## config.mk

```make
export PLATFORM = sky130hd
export DESIGN_NAME = config_cursor_ctrl
export DESIGN_NICKNAME = d
export VERILOG_FILES = /design/src/rtl/config_cursor_ctrl.sv
export SDC_FILE = /design/constraint.sdc
export NUM_CORES = 1
export LEC_CHECK = 0
export BUFFER_PORTS_ARGS = -buffer_cell sky130_fd_sc_hd__buf_2
export CORE_UTILIZATION = 45
export DETAILED_ROUTE_END_ITERATION = 16
export MAX_ROUTING_LAYER = met4
export PLACE_DENSITY = 0.67
export SLEW_MARGIN = 20
export SYNTH_ARGS = -nofsm -noshare
export SYNTH_HDL_FRONTEND = slang
export SYNTH_SLANG_ARGS = --single-unit
```

## constraint.sdc

```tcl
create_clock -name clk -period 13 [get_ports clk]
set_clock_uncertainty 0.15 [all_clocks]
set_input_delay 1.3 -clock clk [delete_from_list [all_inputs] [get_ports clk]]
set_output_delay 1.3 -clock clk [all_outputs]
set_load 0.02 [all_outputs]
```

## src/rtl/config_cursor_ctrl.sv

```systemverilog
// config_cursor_ctrl
//   Edit-side controller for the clock/date/timer display. Debounced button pulses are
//   turned into config_mode, cursor_location and the parpadeo blink. A 6-digit BCD edit
//   buffer is loaded from the live source when an edit mode is entered. It is committed
//   with a one-cycle wr_en strobe when that mode is left through btn_mode.
//
//   Optional feature: define CFG_AUTO_EXIT_EN to cancel an edit after TIMEOUT_CYCLES idle
//   cycles. The block then returns to NORMAL with no commit.
//
// Parameters
//   BLINK_HALF      clk cycles per parpadeo half-period
//   TIMEOUT_CYCLES  idle cycles before auto-exit (CFG_AUTO_EXIT_EN only)
//
// Ports
//   clk, reset                      single clock, synchronous active-high reset
//   btn_mode/left/right/up/down     1-cycle button pulses
//   live_time, live_date, live_timer  24-bit BCD live values, packed {F2, F1, F0}
//   config_mode                     0 normal, 1 hora, 2 fecha, 3 timer
//   cursor_location                 2 left field, 1 middle, 0 right
//   parpadeo                        cursor blink
//   edit_bcd                        edit buffer, same packing as live_*
//   wr_en, wr_target                1-cycle commit strobe and its destination (1..3)
//
// Mode-to-mode hand-over (1->2, 2->3)
//   In the commit cycle, edit_bcd must still show the committed value. The live value
//   sampled on the btn_mode edge is therefore parked in pend_q. It appears on edit_bcd one
//   cycle later. During that parked cycle, all edits and commits act on pend_q.
module config_cursor_ctrl #(
    parameter int unsigned BLINK_HALF     = 25_000_000,
    parameter int unsigned TIMEOUT_CYCLES = 500_000_000
) (
    input  logic        clk,
    input  logic        reset,
    input  logic        btn_mode,
    input  logic        btn_left,
    input  logic        btn_right,
    input  logic        btn_up,
    input  logic        btn_down,
    input  logic [23:0] live_time,
    input  logic [23:0] live_date,
    input  logic [23:0] live_timer,
    output logic [1:0]  config_mode,
    output logic [1:0]  cursor_location,
    output logic        parpadeo,
    output logic [23:0] edit_bcd,
    output logic        wr_en,
    output logic [1:0]  wr_target
);

    typedef enum logic [1:0] {
        StNormal = 2'd0,
        StHora   = 2'd1,
        StFecha  = 2'd2,
        StTimer  = 2'd3
    } mode_e;

    localparam int unsigned BlinkW = (BLINK_HALF > 1) ? $clog2(BLINK_HALF) : 1;

    if (BLINK_HALF < 1 || TIMEOUT_CYCLES < 1) begin : g_param_check
        $error("BLINK_HALF and TIMEOUT_CYCLES must both be at least 1");
    end

    mode_e              mode_q;
    logic [1:0]         cursor_q;
    logic               parp_q;
    logic [23:0]        edit_q;
    logic [23:0]        pend_q;
    logic               load_pend_q;
    logic               wr_en_q;
    logic [1:0]         wr_target_q;
    logic [BlinkW-1:0]  blink_q;

`ifdef CFG_AUTO_EXIT_EN
    localparam int unsigned IdleW = (TIMEOUT_CYCLES > 1) ? $clog2(TIMEOUT_CYCLES) : 1;
    logic [IdleW-1:0]   idle_q;
    logic               timeout;
`endif

    // Combinational helpers
    mode_e       next_mode;
    logic [23:0] live_next;
    logic [23:0] cur_buf;
    logic [7:0]  field;
    logic [7:0]  fval;
    logic [7:0]  fmin;
    logic [7:0]  fmax;
    logic        fvalid;
    logic [7:0]  up_bin;
    logic [7:0]  dn_bin;
    logic [7:0]  new_field;
    logic [23:0] edited;
    logic        any_btn;
    logic        move_cursor;
    logic        edit_field;

    function automatic logic [7:0] to_bcd(input logic [7:0] v);
        logic [7:0] t;
        logic [7:0] o;
        t = v / 8'd10;
        o = v - t * 8'd10;
        return {t[3:0], o[3:0]};
    endfunction

    always_comb begin
        next_mode = mode_e'(mode_q + 2'd1);
        case (next_mode)
            StHora:  live_next = live_time;
            StFecha: live_next = live_date;
            StTimer: live_next = live_timer;
            default: live_next = 24'h0;
        endcase
    end

    assign cur_buf = load_pend_q ? pend_q : edit_q;

    always_comb begin
        case (cursor_q)
            2'd2:    field = cur_buf[23:16];
            2'd1:    field = cur_buf[15:8];
            default: field = cur_buf[7:0];
        endcase
    end

    // Field limits: hour 0-23 and min/sec 0-59 in time modes; day/month/year in date mode.
    always_comb begin
        fmin = 8'd0;
        fmax = 8'd59;
        if (mode_q == StFecha) begin
            case (cursor_q)
                2'd2: begin
                    fmin = 8'd1;
                    fmax = 8'd31;
                end
                2'd1: begin
                    fmin = 8'd1;
                    fmax = 8'd12;
                end
                default: begin
                    fmin = 8'd0;
                    fmax = 8'd99;
                end
            endcase
        end else if (cursor_q == 2'd2) begin
            fmax = 8'd23;
        end
    end

    always_comb begin
        fval   = {4'd0, field[7:4]} * 8'd10 + {4'd0, field[3:0]};
        fvalid = (field[7:4] <= 4'd9) && (field[3:0] <= 4'd9) && (fval >= fmin) &&
                 (fval <= fmax);
        // Out-of-range values snap to the wrap target of the pressed direction.
        up_bin    = (!fvalid || fval == fmax) ? fmin : fval + 8'd1;
        dn_bin    = (!fvalid || fval == fmin) ? fmax : fval - 8'd1;
        new_field = to_bcd(btn_up ? up_bin : dn_bin);
        edited    = cur_buf;
        case (cursor_q)
            2'd2:    edited[23:16] = new_field;
            2'd1:    edited[15:8]  = new_field;
            default: edited[7:0]   = new_field;
        endcase
    end

    assign any_btn     = btn_mode | btn_left | btn_right | btn_up | btn_down;
    assign move_cursor = btn_left ^ btn_right;
    assign edit_field  = !btn_left && !btn_right && (btn_up ^ btn_down);

`ifdef CFG_AUTO_EXIT_EN
    assign timeout = !any_btn && (idle_q == IdleW'(TIMEOUT_CYCLES - 1));
`endif

    always_ff @(posedge clk) begin
        if (reset) begin
            mode_q      <= StNormal;
            cursor_q    <= 2'd2;
            parp_q      <= 1'b0;
            edit_q      <= 24'h0;
            pend_q      <= 24'h0;
            load_pend_q <= 1'b0;
            wr_en_q     <= 1'b0;
            wr_target_q <= 2'd0;
            blink_q     <= '0;
`ifdef CFG_AUTO_EXIT_EN
            idle_q      <= '0;
`endif
        end else begin
            wr_en_q <= 1'b0;
            if (btn_mode) begin
                if (mode_q != StNormal) begin
                    wr_en_q     <= 1'b1;
                    wr_target_q <= mode_q;
                    edit_q      <= cur_buf;
                    pend_q      <= live_next;
                    load_pend_q <= (next_mode != StNormal);
                end else begin
                    edit_q      <= live_next;
                    load_pend_q <= 1'b0;
                end
                mode_q   <= next_mode;
                cursor_q <= 2'd2;
                parp_q   <= (next_mode != StNormal);
                blink_q  <= '0;
`ifdef CFG_AUTO_EXIT_EN
                idle_q   <= '0;
`endif
            end else if (mode_q == StNormal) begin
                parp_q  <= 1'b0;
                blink_q <= '0;
`ifdef CFG_AUTO_EXIT_EN
                idle_q  <= '0;
            end else if (timeout) begin
                // Edit cancelled: buffer holds, nothing is written back.
                mode_q      <= StNormal;
                cursor_q    <= 2'd2;
                parp_q      <= 1'b0;
                blink_q     <= '0;
                idle_q      <= '0;
                edit_q      <= cur_buf;
                load_pend_q <= 1'b0;
`endif
            end else begin
                load_pend_q <= 1'b0;
                edit_q      <= edit_field ? edited : cur_buf;
                if (move_cursor) begin
                    if (btn_left && cursor_q != 2'd2) begin
                        cursor_q <= cursor_q + 2'd1;
                    end else if (btn_right && cursor_q != 2'd0) begin
                        cursor_q <= cursor_q - 2'd1;
                    end
                end
                if (any_btn) begin
                    parp_q  <= 1'b1;
                    blink_q <= '0;
                end else if (blink_q == BlinkW'(BLINK_HALF - 1)) begin
                    parp_q  <= ~parp_q;
                    blink_q <= '0;
                end else begin
                    blink_q <= blink_q + BlinkW'(1);
                end
`ifdef CFG_AUTO_EXIT_EN
                idle_q <= any_btn ? '0 : idle_q + IdleW'(1);
`endif
            end
        end
    end

    assign config_mode     = mode_q;
    assign cursor_location = cursor_q;
    assign parpadeo        = parp_q;
    assign edit_bcd        = edit_q;
    assign wr_en           = wr_en_q;
    assign wr_target       = wr_target_q;

endmodule

```

* After elaboration in Yosys (flattened, before gate mapping) *
Index checks and enable logic that the tools add are counted.

storage, ports and cells
  bits in registers = 82
  output and inout port bits = 32
  logic and storage cells = 96
  input bits = 79

cells by class
  div/mod/pow operators = 1
  reductions and logical operators = 24
  multiply operators = 2
  bitwise logic cells = 9
  order comparisons = 4
  mux-type cells = 28
  add/subtract/negate cells = 8
  equal/unequal tests = 11

operator list
  cell                                                                 count
  24-bit two-way mux                                                   5
  24-bit one-hot mux with 3 select lines                               1
  8-bit two-way mux                                                    7
  25-bit by 1-bit adder with 25-bit output (second input constant)     1
  25-bit equality test (second input constant)                         1
  8-bit equality test                                                  2
  8-bit one-hot mux with 2 select lines                                1
  7-bit one-hot mux with 2 select lines                                1
  1-bit two-way mux                                                    10
  8-bit by 1-bit adder with 8-bit output (second input constant)       1
  8-bit by 4-bit adder with 8-bit output                               1
  8-bit by 4-bit divider with 8-bit output (second input constant)     1
  2-bit equality test (second input constant)                          4
  8-bit greater-or-equal comparator                                    1
  4-bit <= comparator (second input constant)                          2
  8-bit <= comparator                                                  1
  8-bit by 3-bit multiplier with 3-bit output (second input constant)  1
  2-bit nonzero test                                                   4
  8-bit by 1-bit subtractor with 8-bit output (second input constant)  1
  1-bit logical AND                                                    7
  4-bit by 3-bit multiplier with 7-bit output (second input constant)  1
  6-bit two-way mux                                                    1
  2-bit OR reduction                                                   3
  5-bit OR reduction                                                   1
  15 further kinds                                                     28

* Logic depth before layout (Yosys ltp) *
  depth in word-level cells = 18
  gate-level depth with buffers = 42
  mapped depth without buffers = 39

* Worst setup path before layout *
Ideal clock, no wire load.

  kind = register to register
  start point = register cursor_q[0], in the netlist cursor_location[0]
  end point = register edit_q[11], in the netlist edit_bcd[11]
  period minus slack after synthesis = 8803 ps
  path buffers = 1
  data required time = 12725 ps
  stages on the path, launching flop included = 37
  data arrival time = 8528 ps
  library setup time = 125 ps
  path slack = 4197 ps
  cells stage by stage = dfxtp_1 -> inv_1 -> ha_1 -> and2_1 -> clkbuf_1 -> a222oi_1 -> inv_1 -> ha_1 -> ha_1 -> inv_1 -> fa_1 -> xnor2_1 -> clkinv_1 -> ha_1 -> a21o_1 -> a21oi_1 -> o2111ai_1 -> a311oi_1 -> nand3_1 -> o21a_1 -> a2111o_1 -> and4_4 -> o21a_1 -> or2_1 -> inv_1 -> ha_1 -> o221ai_1 -> inv_1 -> nor3_1 -> a21o_1 -> or2_1 -> ha_1 -> fa_1 -> or3_1 -> a211o_1 -> o211ai_1 -> o21ai_1

on the way
  longest elaborated chain between the ends = 18
  elaborated cells between the ends (all ways) = 35
  classes of those cells = add/sub: 4; mul: 2; div: 1; order compare: 4; eq/ne: 4; mux: 13; reduce/logical: 7

ends and longest elaborated chain
  item                                                                                   RTL line  source
  start, declared                                                                        64        logic [1:0] cursor_q;
  start signal, assigned                                                                 226       cursor_q <= cursor_q + 2'd1;
  start signal, assigned                                                                 228       cursor_q <= cursor_q - 2'd1;
  2-bit by 1-bit equality test with 1-bit output or 2-bit equality test (tied branches)  n/a
  8-bit one-hot mux with 2 select lines or 2-bit OR reduction (tied branches)            n/a
  4-bit by 3-bit multiplier with 7-bit output or 1-bit two-way mux (tied branches)       149, 129
  8-bit by 4-bit adder with 8-bit output or 1-bit two-way mux (tied branches)            149, 128
  8-bit greater-or-equal comparator                                                      150       fvalid = (field[7:4] <= 4'd9) && (field[3:0] <= 4'd9) && (fval >= fmin) &&
  1-bit logical AND (2 in series)                                                        150
  1-bit logical NOT                                                                      153, 154
  1-bit logical OR (on tied branches)                                                    154, 153
  8-bit two-way mux (on tied branches)                                                   154, 153
  8-bit two-way mux                                                                      155       new_field = to_bcd(btn_up ? up_bin : dn_bin);
  8-bit by 4-bit divider with 8-bit output                                               99        t = v / 8'd10;
  8-bit by 3-bit multiplier with 3-bit output                                            100       o = v - t * 8'd10;
  4-bit subtractor                                                                       100
  8-bit two-way mux *                                                                    157       case (cursor_q)
  24-bit two-way mux *                                                                   223       edit_q <= edit_field ? edited : cur_buf;
  24-bit two-way mux *                                                                   206       end else if (mode_q == StNormal) begin
  24-bit two-way mux *                                                                   188       if (btn_mode) begin
  end signal, assigned                                                                   192       edit_q <= cur_buf;
  end signal, assigned                                                                   196       edit_q <= live_next;
  end signal, assigned                                                                   223
  end, declared                                                                          66        logic [23:0] edit_q;

Every way passes the cells marked *; elsewhere a longest branch is shown, timed or not. The select of a mux whose other input is x is not followed.
A chain may end at the register's enable or synchronous reset.

* Final worst setup path *
Same ends and word-level chain as after synthesis.

==> impl_metrics.env <==
export IMPL_outcome="finished clean"
export IMPL_fmax_mhz=104
export IMPL_die_height_um=119
export IMPL_drc_errors=0
export IMPL_clock_sinks=82
export IMPL_cts_buffer_depth=2
export IMPL_seq_area_sq_um=1640
export IMPL_dp_slack_ns=3.23
export IMPL_synth_compound_area_share=0.248
export IMPL_grt_max_degree=53
export IMPL_synth_xor_area_share=0.0538
export IMPL_io_buffer_count=110
export IMPL_synth_flop_cell="dfxtp_1"
export IMPL_rows=42
export IMPL_endpoint_kind="flip-flop"
export IMPL_worst_path_max_delay_cell="a222oi_1"
export IMPL_io_pins=111
export IMPL_ys_seq_elements=82
export IMPL_post_dp_cell_area_sq_um=6770
export IMPL_final_antenna_net_count=0
export IMPL_routabilityCongestion=0.983
export IMPL_htree_levels=3
export IMPL_rsz0062_at_grt="no"
export IMPL_post_cts_setup_buffer_count=0
export IMPL_critPathMaxStageDelay_ns=0.69
export IMPL_postSynthAreaPerCell_sq_um=7.69
export IMPL_wl_per_cell_um=17.6
export IMPL_synth_top_area_share=0.266
export IMPL_fin_crit_ns=9.63
export IMPL_synthAdderAreaFrac=0.0743
export IMPL_worst_pin_slew_ns=0.948
export IMPL_drtIter0Drc=645
export IMPL_setup_viol=0
export IMPL_setup_ws_ns=3.37
export IMPL_cpMostUsedCell="ha_1"
export IMPL_wirelength_mm=18.7
export IMPL_design_area_sq_um=7080
export IMPL_overflow=0
export IMPL_die_w_um=119
export IMPL_fin_util=0.532
export IMPL_grt_pass1_wl_mm=30.2
export IMPL_dr_pass1_iters=5
export IMPL_start_kind="flip-flop"
export IMPL_syn_nets=915
export IMPL_layout_common_cells="nand2_1, buf_2, dfxtp_1"
export IMPL_required_ns=13.08
export IMPL_crit_type="flip-flop to flip-flop"
export IMPL_netlist_top_cells_area="dfxtp_1, nand2_1, ha_1"
export IMPL_syn_inst=802
export IMPL_via_per_inst=5.95
export IMPL_diodes=0
export IMPL_cts_repair_resized=0
export IMPL_dpl_hpwl_mm=13.7
export IMPL_power_density_nw_per_um2=161
export IMPL_max_vdd_ir_drop_uv=108
export IMPL_relSlewSlack=0.368
export IMPL_final_common_cell="nand2_1"
export IMPL_core_sq_um=13300
export IMPL_min_path_type="flip-flop to flip-flop"
export IMPL_drive_above_1_share=0.193
export IMPL_fin_crit_sh=0.741
export IMPL_areaGrowthSynthToFinish_pct=14.8
export IMPL_arrival_ns=9.70
export IMPL_start_util=0.464
export IMPL_yosysWarnings=0
export IMPL_finalPower_mw=1.14
export IMPL_dp_cells=1041
export IMPL_dieArea_sq_um=14200
export IMPL_fin_tns_setup_ns=0
export IMPL_fillCellCount=1281
export IMPL_numCtsBuffers=9
export IMPL_max_cap_violations=0
export IMPL_muxShareOfSynthArea=0.0781
export IMPL_yosysTopAreaCell="dfxtp_1"
export IMPL_yosys_area_share_simple=0.221
export IMPL_antenna_found_initial=0
export IMPL_synth_edf_count=0
export IMPL_layout_cells_non_filler=1057
export IMPL_nNetsFinal=989
export IMPL_synth_top_family_by_area="compound AO/OA/AOI/OAI gates"
export IMPL_cts_hold_buffers_added=0
export IMPL_synthArstFlopShare=0
export IMPL_cts_tree="yes"
export IMPL_vias=6287
export IMPL_p_leak_nw=2.90
export IMPL_grt_pass1_vias=6048
export IMPL_ctsRootBufferMaster="clkbuf_16"
export IMPL_synth_distinct_cells=69
export IMPL_path_clk_slew_ns=0.07
export IMPL_track_usage=0.274
export IMPL_hold_viol=0
export IMPL_multiInputGateArea_sq_um=4170
export IMPL_worst_skew_pair_late_latency_ns=0.35
export IMPL_drv_slew=0
export IMPL_holdWs_ns=0.306
export IMPL_ys_seq_area_frac=0.266
export IMPL_crit_fanout=9
export IMPL_netlist_area_sq_um=6170
## cell families after synthesis
| family | Yosys count |
|---|---|
| AO/OA/AOI/OAI | 218 |
| XOR/XNOR | 37 |
| adder cells (fa/ha/maj) | 35 |
| buffers and inverters | 92 |
| flip-flops | 82 |
| multiplexers | 44 |
| AND/OR/NAND/NOR | 294 |
## final timing paths
check | startpoint | end | slack [ns] | depth (start not counted)
worst min-delay path | wr_target[0] | wr_target[0] | 0.31 | 2
worst max register to register | cursor_location[0] | edit_bcd[11] | 3.37 | 34
worst max-delay path | cursor_location[0] | edit_bcd[11] | 3.37 | 34
worst min register to register | wr_target[0] | wr_target[0] | 0.31 | 2
## synthesized netlist by cell type, drive strengths merged, types with 4 or more instances
| master | count |
|---|---|
| a211oi | 10 |
| a21o | 5 |
| a21oi | 52 |
| a221oi | 4 |
| a222oi | 29 |
| a22oi | 5 |
| and2 | 5 |
| and3 | 11 |
| and4 | 4 |
| buf | 11 |
| clkbuf | 42 |
| dfxtp | 82 |
| ha | 31 |
| inv | 38 |
| mux2 | 24 |
| mux2i | 20 |
| nand2 | 114 |
| nand3 | 21 |
| nand4 | 12 |
| nor2 | 78 |
| nor2b | 5 |
| nor3 | 17 |
| nor4 | 4 |
| o211ai | 18 |
| o21ai | 41 |
| o221ai | 11 |
| o22ai | 14 |
| or3 | 12 |
| or4 | 4 |
| xnor2 | 21 |
| xor2 | 16 |
## sequential cells by signal, indices dropped and copies added, names as in the netlist
| name | count |
|---|---|
| cursor_location | 2 |
| parpadeo | 1 |
| wr_target | 2 |
| edit_bcd | 24 |
| wr_en | 1 |
| blink_q | 25 |
| config_mode | 2 |
| pend_q | 24 |
| load_pend_q | 1 |
## layer usage
layer  routed length, um  track usage
met5                   0            -
met3                1220       0.0603
met1                8320        0.337
met2                8620        0.443
met4                 491       0.0894
## critical path: cells and delay by family (launching register included)
| kind | cells | cell delay (ns) |
|---|---|---|
| AO/OA/AOI/OAI | 14 | 3.76 |
| XOR/XNOR | 1 | 0.42 |
| adder cells (fa/ha/maj) | 8 | 2.64 |
| buffers and inverters | 6 | 0.89 |
| flip-flops | 1 | 0.38 |
| AND/OR/NAND/NOR | 5 | 1.26 |
## cell type report
| type | count | area share |
|---|---|---|
| timing repair buffer | 116 | 0.0842 |
| multi-input combinational | 628 | 0.589 |
| tap | 176 | 0.0311 |
| sequential | 82 | 0.232 |
| clock buffer | 9 | 0.0318 |
| clock inverter | 7 | 0.0108 |
| inverter | 39 | 0.0207 |
## power by group
group / switching [mW] / leakage, nW / internal, mW
registers: 0.0181 / 0.669 / 0.269
clock network: 0.113 / 0.143 / 0.151
logic: 0.353 / 2.09 / 0.235
Note: power is estimated with default switching activity, not from simulation.
